## src/rtl/pipelined_carry_adder.sv

```systemverilog
// pipelined_carry_adder
//   Parametrised add/subtract unit. WIDTH-bit operands are split into
//   SEG_WIDTH-bit segments. Each pipeline stage adds one segment, and the
//   carry is registered between stages.
//   Operand segments that have not been added yet travel down a skew chain,
//   with b already inverted for subtract. Result segments that are already
//   done travel down a deskew chain, so the full sum leaves the last stage
//   aligned.
//   All stages advance together (global stall, no skid buffer).
//
// Ports
//   clk, rst_n           rising-edge clock, asynchronous active-low reset
//   in_valid / in_ready  operand beat handshake (in_ready = advance)
//   a, b                 WIDTH-bit operands
//   cin                  carry-in, add mode only
//   sub                  0: a+b+cin, 1: a-b (a + ~b + 1)
//   out_valid/out_ready  result beat handshake
//   sum                  result modulo 2^WIDTH
//   cout                 carry-out of MSB (sub mode: 1 = no borrow)
//   ovf                  signed two's-complement overflow
module pipelined_carry_adder #(
    parameter int WIDTH     = 32,
    parameter int SEG_WIDTH = 8
) (
    input  logic             clk,
    input  logic             rst_n,
    input  logic             in_valid,
    output logic             in_ready,
    input  logic [WIDTH-1:0] a,
    input  logic [WIDTH-1:0] b,
    input  logic             cin,
    input  logic             sub,
    output logic             out_valid,
    input  logic             out_ready,
    output logic [WIDTH-1:0] sum,
    output logic             cout,
    output logic             ovf
);
    localparam int NSTAGES = WIDTH / SEG_WIDTH;

    logic             adv;
    logic [WIDTH-1:0] b_eff;
    logic             c0;
    logic             a_msb_last;
    logic             b_msb_last;

    assign adv      = !out_valid || out_ready;
    assign in_ready = adv;
    assign b_eff    = sub ? ~b : b;
    assign c0       = sub | cin;

    for (genvar k = 0; k < NSTAGES; k++) begin : g_stage
        // OW : operand bits still to be added when entering this stage
        // RW : result bits known after this stage
        // REM: operand bits forwarded to the next stage
        localparam int OW  = WIDTH - k * SEG_WIDTH;
        localparam int RW  = (k + 1) * SEG_WIDTH;
        localparam int REM = OW - SEG_WIDTH;

        logic [OW-1:0]      op_a;
        logic [OW-1:0]      op_b;
        logic               op_c;
        logic               v_in;
        logic               a_msb_in;
        logic               b_msb_in;
        logic [RW-1:0]      res_in;
        logic [SEG_WIDTH:0] seg_sum;
        logic               load;

        logic               valid_d, valid_q;
        logic               carry_d, carry_q;
        logic               a_msb_d, a_msb_q;
        logic               b_msb_d, b_msb_q;
        logic [RW-1:0]      res_d, res_q;

        if (k == 0) begin : g_first
            assign op_a     = a;
            assign op_b     = b_eff;
            assign op_c     = c0;
            assign v_in     = in_valid;
            assign a_msb_in = a[WIDTH-1];
            assign b_msb_in = b_eff[WIDTH-1];
            assign res_in   = seg_sum[SEG_WIDTH-1:0];
        end else begin : g_next
            assign op_a     = g_stage[k-1].g_fwd.a_fwd_q;
            assign op_b     = g_stage[k-1].g_fwd.b_fwd_q;
            assign op_c     = g_stage[k-1].carry_q;
            assign v_in     = g_stage[k-1].valid_q;
            assign a_msb_in = g_stage[k-1].a_msb_q;
            assign b_msb_in = g_stage[k-1].b_msb_q;
            assign res_in   = {seg_sum[SEG_WIDTH-1:0], g_stage[k-1].res_q};
        end

        assign seg_sum = {1'b0, op_a[SEG_WIDTH-1:0]}
                       + {1'b0, op_b[SEG_WIDTH-1:0]}
                       + {{SEG_WIDTH{1'b0}}, op_c};

        // Data registers only load on real beats; a bubble moves just the
        // valid bit, so operands seen outside accepted beats never land.
        always_comb begin
            load    = adv && v_in;
            valid_d = adv ? v_in : valid_q;
            carry_d = load ? seg_sum[SEG_WIDTH] : carry_q;
            res_d   = load ? res_in : res_q;
            a_msb_d = load ? a_msb_in : a_msb_q;
            b_msb_d = load ? b_msb_in : b_msb_q;
        end

        always_ff @(posedge clk or negedge rst_n) begin
            if (!rst_n) begin
                valid_q <= 1'b0;
                carry_q <= 1'b0;
                res_q   <= '0;
                a_msb_q <= 1'b0;
                b_msb_q <= 1'b0;
            end else begin
                valid_q <= valid_d;
                carry_q <= carry_d;
                res_q   <= res_d;
                a_msb_q <= a_msb_d;
                b_msb_q <= b_msb_d;
            end
        end

        if (REM > 0) begin : g_fwd
            logic [REM-1:0] a_fwd_d, a_fwd_q;
            logic [REM-1:0] b_fwd_d, b_fwd_q;

            always_comb begin
                a_fwd_d = load ? op_a[OW-1:SEG_WIDTH] : a_fwd_q;
                b_fwd_d = load ? op_b[OW-1:SEG_WIDTH] : b_fwd_q;
            end

            always_ff @(posedge clk or negedge rst_n) begin
                if (!rst_n) begin
                    a_fwd_q <= '0;
                    b_fwd_q <= '0;
                end else begin
                    a_fwd_q <= a_fwd_d;
                    b_fwd_q <= b_fwd_d;
                end
            end
        end
    end

    assign out_valid  = g_stage[NSTAGES-1].valid_q;
    assign sum        = g_stage[NSTAGES-1].res_q;
    assign cout       = g_stage[NSTAGES-1].carry_q;
    assign a_msb_last = g_stage[NSTAGES-1].a_msb_q;
    assign b_msb_last = g_stage[NSTAGES-1].b_msb_q;

    // Overflow is derived only from last-stage registers. After reset all
    // of these are 0, so ovf is 0 as well.
    assign ovf = (a_msb_last == b_msb_last) && (sum[WIDTH-1] != a_msb_last);

endmodule

```

## config.mk

```make
export PLATFORM = sky130hd
export DESIGN_NAME = pipelined_carry_adder
export DESIGN_NICKNAME = d
export VERILOG_FILES = /design/src/rtl/pipelined_carry_adder.sv
export SDC_FILE = /design/constraint.sdc
export NUM_CORES = 1
export LEC_CHECK = 0
export CAP_MARGIN = 30
export CORE_AREA = 2 2 141 143
export DETAILED_ROUTE_END_ITERATION = 7
export DIE_AREA = 0 0 143 145
export MAX_ROUTING_LAYER = met4
export PLACE_DENSITY = 0.71
export SKIP_LAST_GASP = 1
export SYNTH_ARGS = -nofsm -noshare
export SYNTH_HDL_FRONTEND = slang
export SYNTH_SLANG_ARGS = --single-unit
export TNS_END_PERCENT = 1
```

## constraint.sdc

```tcl
create_clock -name clk -period 3.2 [get_ports clk]
set_input_delay 0.64 -clock clk [delete_from_list [all_inputs] [get_ports clk]]
set_output_delay 0.64 -clock clk [all_outputs]
set_load 0.01 [all_outputs]
```

==> results.tsv, run 1 <==
stage	metric	value	unit
logic_synthesis	EDFF count, synth	0	
worst_setup_path	worst r2r src	g_stage[0].carry_q	
logic_synthesis	Netlist cell types	34	
clocking	Sink Count	186	
final_layout	area of the multi-input gates	3610	um2
final_layout	fin area	10500	um2
final_layout	layout cell share with drive strength beyond 1	24.2	%
global_route	antenna violations before repair	2	
place	routability congestion estimate	0.914	
worst_setup_path	critical path class	input port to primary output	
sta	Final setup viols	0	
floorplan	FP Rows	51	
drt	Routed WL per cell	16.1	um
clocking	CTS root buffer	clkbuf_16	
worst_setup_path	Worst Setup SP	out_ready	
min_path	Hold Path Class	input port to async pin	
global_route	largest net degree at the start of global routing	69	
sta	Fin. Hold Viols	0	
sta	Layout Skew	0.0123	ns
clocking	clk_lat worst skew	0.43	ns
place	area post-placement	9860	um2
run_status	outcome	finished, final reports clean	
worst_setup_path	cells on worst reg2reg path	7	
clocking	Reg clk slew, reported paths	0.07	ns
clocking	# resized after CTS	0	
floorplan	Die Width	143	um
drt	overall routed net length	16800	um
floorplan	I/O pins	106	
logic_synthesis	Syn Std Cell Area	8520	um2
final_layout	Final Non-Filler Cells	1039	
clocking	TritonCTS buffer count	17	
job	MaxCap Viol Count	0	
drt	drt first-iter violations	266	
logic_synthesis	Post-Synthesis Cells	652	
sta	Fmax	0.381	GHz
sta	minimum clock period	2.62	ns
worst_setup_path	Worst path depth	3	
worst_setup_path	cell chain of the critical path	clkdlybuf4s50_1 > nand2b_1 > clkdlybuf4s50_1	
logic_synthesis	register area share after synthesis	54.6	%
global_route	Total GRT Usage	17.8	%
place	DP Cell Count	1005	
worst_setup_path	CP bufs+invs	2	
power	PD cells	1000	nW/um2
floorplan	chip height	145	um
clocking	CTS Hold Buffers Added	0	
sta	setup TNS	0	ns
sta	share of the clock period used by the worst path	82.0	%
global_route	total grt overflow	0	
worst_setup_path	endpoint class of the critical path	primary output	
place	number of I/O port buffers	105	
clocking	Max H-tree Level	4	
worst_setup_path	Startpoint Class	input port	
worst_setup_path	slowest stage delay, CP	0.61	ns
drt	post-DR vias/cell	5.04	
place	DP HPWL	11800	um
worst_setup_path	CP required	2.56	ns
final_layout	Fill cells	1556	
clocking	CTS tree	yes	
final_layout	FF/Latch Area	4650	um2
worst_setup_path	CP max-delay cell	clkdlybuf4s50_1	
power	leak pwr	4.66	nW
logic_synthesis	synthesized flop and latch total	186	
drt	DRT Pass-1 Iters	4	
worst_setup_path	CP most frequent cell	clkdlybuf4s50_1	
final_layout	P&R area growth vs syn	22.8	%
final_layout	fin nets	865	
logic_synthesis	syn avg cell area	13.1	um2
logic_synthesis	Synth async-reset ratio	100	%
worst_setup_path	CP Max Fanout	5	
logic_synthesis	Synth Net Count	758	
sta	worst slew pin tran	0.646	ns
global_route	vias in the first global route	5660	
drt	# DRC	0	
sta	relative slew slack	56.9	%
sta	hold_ws	0.204	ns
floorplan	die area	20700	um2
clocking	postcts setup bufs	0	
power	Peak VDD IR	0.437	mV
drt	post-route ant nets	0	
global_route	first-pass GRT wire length	28300	um
worst_setup_path	arrival time at the worst endpoint	1.98	ns
clocking	CTS max path bufs	2	
sta	unrepaired setup endpoints after global routing	no	
power	Overall Power	10.5	mW
floorplan	core area	19200	um2
floorplan	initial core utilization	44.4	%
drt	DR vias	5239	
logic_synthesis	dominant synthesized flop cell	dfrtp_1	
logic_synthesis	Ys Warns	0	
sta	Max Slew Vio Count	0	
worst_setup_path	CP delay by family, top	buffers and inverters	
[path summary, 6_finish.rpt]
check                                                     to  slack, ns
worst max-delay path                                in_ready       0.58
worst min-delay path            g_stage[0].g_fwd.a_fwd_q[15]       0.20
worst max register to register          g_stage[1].res_q[14]       0.77
worst min register to register  g_stage[0].g_fwd.b_fwd_q[16]       0.48
max in group asynchronous        g_stage[2].g_fwd.b_fwd_q[3]       2.07
min in group clk                g_stage[0].g_fwd.b_fwd_q[16]       0.48
[power breakdown]
part / switching, mW / internal (mW) / total (mW)
sequential: 0.641 / 3.41 / 4.05
clock: 1.01 / 1.12 / 2.13
combinational: 1.91 / 2.39 / 4.30
[per-stage QoR]
step,utilization (%),setup slack [ns]
finish,54.5,0.576
global route,54.5,0.533
CTS,54.5,0.569
detailed placement,51.3,0.215
global placement,51.3,0.327
floorplan,-,0.450
[synth_stat cells (all sizes together), types with 8 or more instances]
cell type	instances	share of area, %
a21oi	20	1.2
ha	28	4.1
fa	8	1.9
inv	14	0.62
buf	26	2.2
xnor2	27	2.8
mux2	128	18
o21ai	67	3.9
dfrtp	186	55
nor2	13	0.57
nand2b	8	0.59
xor2	22	2.3
a211oi	8	0.82
nand2	60	2.8
[worst register-to-register path, stage by stage (launching register included)]
cell and delay [ns]:
dfrtp_1 0.43, fa_1 0.51, fa_1 0.44, a21o_1 0.19, a31oi_1 0.30, nand2b_1 0.11, a211oi_2 0.25, o31ai_1 0.10
[kinds of logic (layout without fill, tap and decap cells)]
kind of cell / count (synthesis) / count (layout) / synth area share (%)
DFF: 186 / 186 / 54.6
muxes: 128 / 128 / 18.3
AOI/OAI and AO/OA: 122 / 122 / 8.63
and+or+nand+nor: 87 / 87 / 4.39
xor gates and xnor gates: 49 / 49 / 5.04
buffers and inverters: 44 / 164 / 3.02
adders and majority gates: 36 / 36 / 5.99
other: 0 / 2 / 0
[layout make-up]
class / instances / area share (%)
Tap cell: 265 / 3.17
Clock inverter: 15 / 1.71
Clock buffer: 17 / 4.06
Antenna cell: 2 / 0.0478
Inverter: 14 / 0.502
Sequential cell: 186 / 44.5
Timing Repair Buffer: 118 / 11.5
Multi-Input combinational cell: 422 / 34.5
[cells in the final DEF, fill, tap and decap left out, types with 2 or more instances in the layout]
master,instances
a211oi_1,6
a211oi_2,2
a21o_1,5
a21oi_1,20
a31oi_1,4
a41o_1,2
and2_1,3
buf_12,5
buf_4,8
clkbuf_16,17
clkdlybuf4s50_1,103
clkinv_4,2
clkinv_8,3
dfrtp_1,186
diode_2,2
fa_1,8
ha_1,28
inv_1,14
inv_6,5
inv_8,3
mux2_2,96
mux2_4,32
nand2_1,55
nand2_2,5
nand2b_1,8
nor2_1,13
nor2b_1,2
o211ai_1,4
o21a_1,2
o21ai_0,63
o21ai_1,4
o31ai_1,4
o31ai_2,3
xnor2_1,27
xor2_1,22
[flip-flops by register name, indices dropped and copies added, names as in the netlist]
name and count:
a_msb_last 1, b_msb_last 1, cout 1, g_stage.a_msb_q 3, g_stage.b_msb_q 3, g_stage.carry_q 3
g_stage.g_fwd.a_fwd_q 45, g_stage.g_fwd.b_fwd_q 45, g_stage.res_q 48, g_stage.valid_q 3, out_valid 1, sum 32
[layer usage]
metal	track usage, %	vias up	wire [um]
met5	-	-	0
met4	4.70	0	227
li1	-	2494	-
met2	28.5	103	8330
met1	22.6	2625	7520
met3	4.52	17	684
Note: power is estimated with default switching activity, not from simulation.
==> run 2, diff against run 1 <==
--- a/config.mk
+++ b/config.mk
@@ -10,7 +10,7 @@
 export DETAILED_ROUTE_END_ITERATION = 7
 export DIE_AREA = 0 0 143 145
 export MAX_ROUTING_LAYER = met4
-export PLACE_DENSITY = 0.71
+export PLACE_DENSITY = 0.74
 export SKIP_LAST_GASP = 1
 export SYNTH_ARGS = -nofsm -noshare
 export SYNTH_HDL_FRONTEND = slang
==> constraint.sdc (replaced) <==
create_clock -name clk -period 2.1 [get_ports clk]
set_input_delay 0.42 -clock clk [delete_from_list [all_inputs] [get_ports clk]]
set_output_delay 0.42 -clock clk [all_outputs]
set_load 0.01 [all_outputs]
==> run 2 against run 1 <==
  * Sequential cell count is the same
  * Largest cell class unchanged
  * Critical path type is now register to register
  * The flow now finishes with violations (negative setup slack)
  * Sequential share of layout area shrank 1.5 points
  * Combinational power grew 63%
  * Register-to-register slack lost 0.79 ns
  * Power grew 58%
==> results.tsv, run 2 (same netlist as run 1, synthesis figures left out) <==
stage	metric	value	unit	change
place	DP Cell Count	1028		+2.3%
worst_setup_path	CP required	2.41	ns	-0.15 ns
clocking	TritonCTS buffer count	17		unchanged
sta	relative slew slack	66.8	%	+9.9 points
power	PD cells	1530	nW/um2	+52%
floorplan	die area	20700	um2	unchanged
worst_setup_path	worst r2r src	g_stage[0].g_fwd.a_fwd_q[0]		
worst_setup_path	cells on worst reg2reg path	7		unchanged
drt	post-route ant nets	0		unchanged
floorplan	Die Width	143	um	unchanged
clocking	CTS root buffer	clkbuf_16		
final_layout	Fill cells	1575		+1.2%
power	Peak VDD IR	0.845	mV	+93%
worst_setup_path	Worst Setup SP	g_stage[0].g_fwd.a_fwd_q[0]		
job	MaxCap Viol Count	0		unchanged
drt	DRT Pass-1 Iters	6		+2
place	DP HPWL	11900	um	+0.88%
drt	post-DR vias/cell	5.00		-0.86%
global_route	GRT Max-Usage Layer	met2		
sta	worst slew pin tran	0.498	ns	-0.148 ns
run_status	failing checks	negative setup slack		
sta	share of the clock period used by the worst path	101	%	
worst_setup_path	endpoint class of the critical path	register		
place	routability congestion estimate	0.817		-11%
global_route	antenna violations before repair	0		-2
clocking	clk_lat worst skew	0.42	ns	about the same
sta	Final setup viols	1		+1
worst_setup_path	RR Endpoint	g_stage[1].res_q[12]		
worst_setup_path	CP most frequent cell	fa_2		
place	dpl ws	-0.554	ns	-0.769 ns
clocking	Max H-tree Level	4		unchanged
worst_setup_path	cell chain of the critical path	fa_2 > fa_2 > a21o_1 > buf_4 > a211o_1 > nand2_1 > o21ai_1		
clocking	Reg clk slew, reported paths	0.07	ns	about the same
worst_setup_path	critical path class	register to register		
sta	Fmax	0.472	GHz	
final_layout	area of the multi-input gates	3700	um2	+2.4%
global_route	total grt overflow	0		unchanged
floorplan	I/O pins	106		unchanged
sta	Fin. Hold Viols	0		unchanged
global_route	vias in the first global route	5614		-0.81%
global_route	met3 Usage GRT	3.60	%	-0.92 points
worst_setup_path	Startpoint Class	register		
global_route	Total GRT Usage	18.0	%	+0.25 points
final_layout	most common cell after layout, fill and taps aside	dfrtp_1		
global_route	grt met2 use	29.0	%	+0.45 points
min_path	Hold Crit Endpoint	g_stage[1].res_q[10]		
worst_setup_path	arrival time at the worst endpoint	2.43	ns	+0.45 ns
final_layout	layout cell share with drive strength beyond 1	28.7	%	+4.5 points
final_layout	P&R area growth vs syn	27.1	%	
worst_setup_path	CP delay by family, top	adder cells		
sta	unrepaired setup endpoints after global routing	yes		
final_layout	FF/Latch Area	4650	um2	unchanged
sta	Layout Skew	0.0106	ns	-0.00164 ns
drt	Routed WL per cell	16.1	um	-0.49%
min_path	Hold Path Class	register to register		
worst_setup_path	CP max-delay cell	fa_2		
final_layout	biggest regs	g_stage.res_q x48, g_stage.g_fwd.a_fwd_q x45, g_stage.g_fwd.b_fwd_q x45		
drt	overall routed net length	17100	um	+1.8%
global_route	largest net degree at the start of global routing	60		-13%
final_layout	commonest cells after routing, fill and taps aside	186 x dfrtp_1, 102 x clkdlybuf4s50_1, 96 x mux2_2		
worst_setup_path	slowest stage delay, CP	0.42	ns	-0.19 ns
floorplan	core area	19200	um2	unchanged
final_layout	fin nets	892		+3.1%
final_layout	max FFs per register	48		unchanged
clocking	Sink Count	186		unchanged
min_path	worst hold path cell count	2		
drt	# DRC	0		unchanged
run_status	outcome	finished with violations		
worst_setup_path	CP bufs+invs	1		-1
global_route	first-pass GRT wire length	28600	um	+1.1%
final_layout	Top reg by flops	g_stage.res_q		
floorplan	initial core utilization	44.4	%	unchanged
final_layout	ANT cells	0		-2
floorplan	chip height	145	um	unchanged
sta	Max Slew Vio Count	0		unchanged
worst_setup_path	setup slack, reg-to-reg	-0.02	ns	-0.79 ns
sta	minimum clock period	2.12	ns	
worst_setup_path	CP Max Fanout	2		-3
clocking	CTS max path bufs	2		unchanged
drt	DR vias	5314		+1.4%
final_layout	Final Non-Filler Cells	1063		+2.3%
floorplan	FP Rows	51		unchanged
drt	drt first-iter violations	303		+14%
clocking	CTS tree	yes		
sta	final worst slack	-0.0207	ns	-0.596 ns
power	leak pwr	4.83	nW	+3.7%
global_route	met1 GRT Util	23.4	%	+0.84 points
place	number of I/O port buffers	105		unchanged
min_path	worst hold start	g_stage[1].res_q[10]		
-- run 2: cell types whose count changed in the layout (fill, tap and decap cells not counted), moves of 3 or more --
cell,change
fa_1,-7
buf_12,+6
a211oi_2,+4
buf_4,+20
fa_2,+7
inv_8,-3
a211oi_1,-4
clkinv_8,-3
-- run 2: layout make-up --
| class | count | area share [%] |
|---|---|---|
| inverter | 14 | 0.485 |
| tap | 265 | 3.06 |
| clock buffer | 18 | 4.05 |
| clock inverter | 13 | 1.51 |
| timing repair buffer | 145 | 13.8 |
| multi-input combinational | 422 | 34.1 |
| sequential | 186 | 43.0 |
-- run 2: per-layer routing --
layer | vias up | share of wire, % | wire [um]
met5 | - | 0 | 0
met4 | 0 | 1.2 | 210
met3 | 16 | 3.4 | 575
met2 | 95 | 50 | 8530
met1 | 2666 | 45 | 7750
li1 | 2537 | - | -
-- run 2: worst max-delay path by stage --
stage | slack (ns) | end | depth (start not counted)
after detailed placement | -0.55 | g_stage[0].res_q[6] | 10
final | -0.02 | g_stage[1].res_q[12] | 7
after global routing | -0.09 | g_stage[1].res_q[12] | 7
after global placement | -0.51 | g_stage[0].carry_q | 10
after floorplan | -0.24 | g_stage[0].res_q[6] | 11
after CTS | -0.08 | g_stage[1].res_q[14] | 7
-- run 2: power breakdown --
group / internal [mW] / switching [mW]
sequential: 5.20 / 1.01
combinational: 3.99 / 3.04
clock: 1.91 / 1.38
-- run 2: tightest hold or removal path: stages, from the launching register on --
cell     delay [ns]
dfrtp_1        0.34
nand2_1        0.05
o21ai_0        0.06
-- run 2: metrics by stage --
step           hold slack (ns)  util [%]  cell area (um2)  total power [mW]  setup TNS (ns)
6_report                 0.480      56.4            10800              16.5         -0.0207
5_1_grt                  0.510      56.4            10800              17.7          -0.562
4_1_cts                  0.482      56.0            10800              16.5          -0.327
3_5_place_dp             0.449      52.7            10100              13.1           -2.96
3_3_place_gp             0.444      52.7            10100              12.8           -2.87
2_1_floorplan            0.124         -             8560              10.7          -0.716
-- run 2: repair_timing --
item / CTS / global route
buffers inserted: 0 / 3
pin swaps: 0 / 16
endpoints found under the setup margin: 13 / 18
hold buffers: 1 / 0
resized for setup: 5 / 13
hold endpoints to repair: 45 / 0
==> run 3, diff against run 2 <==
--- a/config.mk
+++ b/config.mk
@@ -7,6 +7,7 @@
 export LEC_CHECK = 0
 export CAP_MARGIN = 30
 export CORE_AREA = 2 2 141 143
+export CTS_CLUSTER_SIZE = 10
 export DETAILED_ROUTE_END_ITERATION = 7
 export DIE_AREA = 0 0 143 145
 export MAX_ROUTING_LAYER = met4
==> results of run 3 <==
Final layout, timing and power as in run 2 (identical DEF).
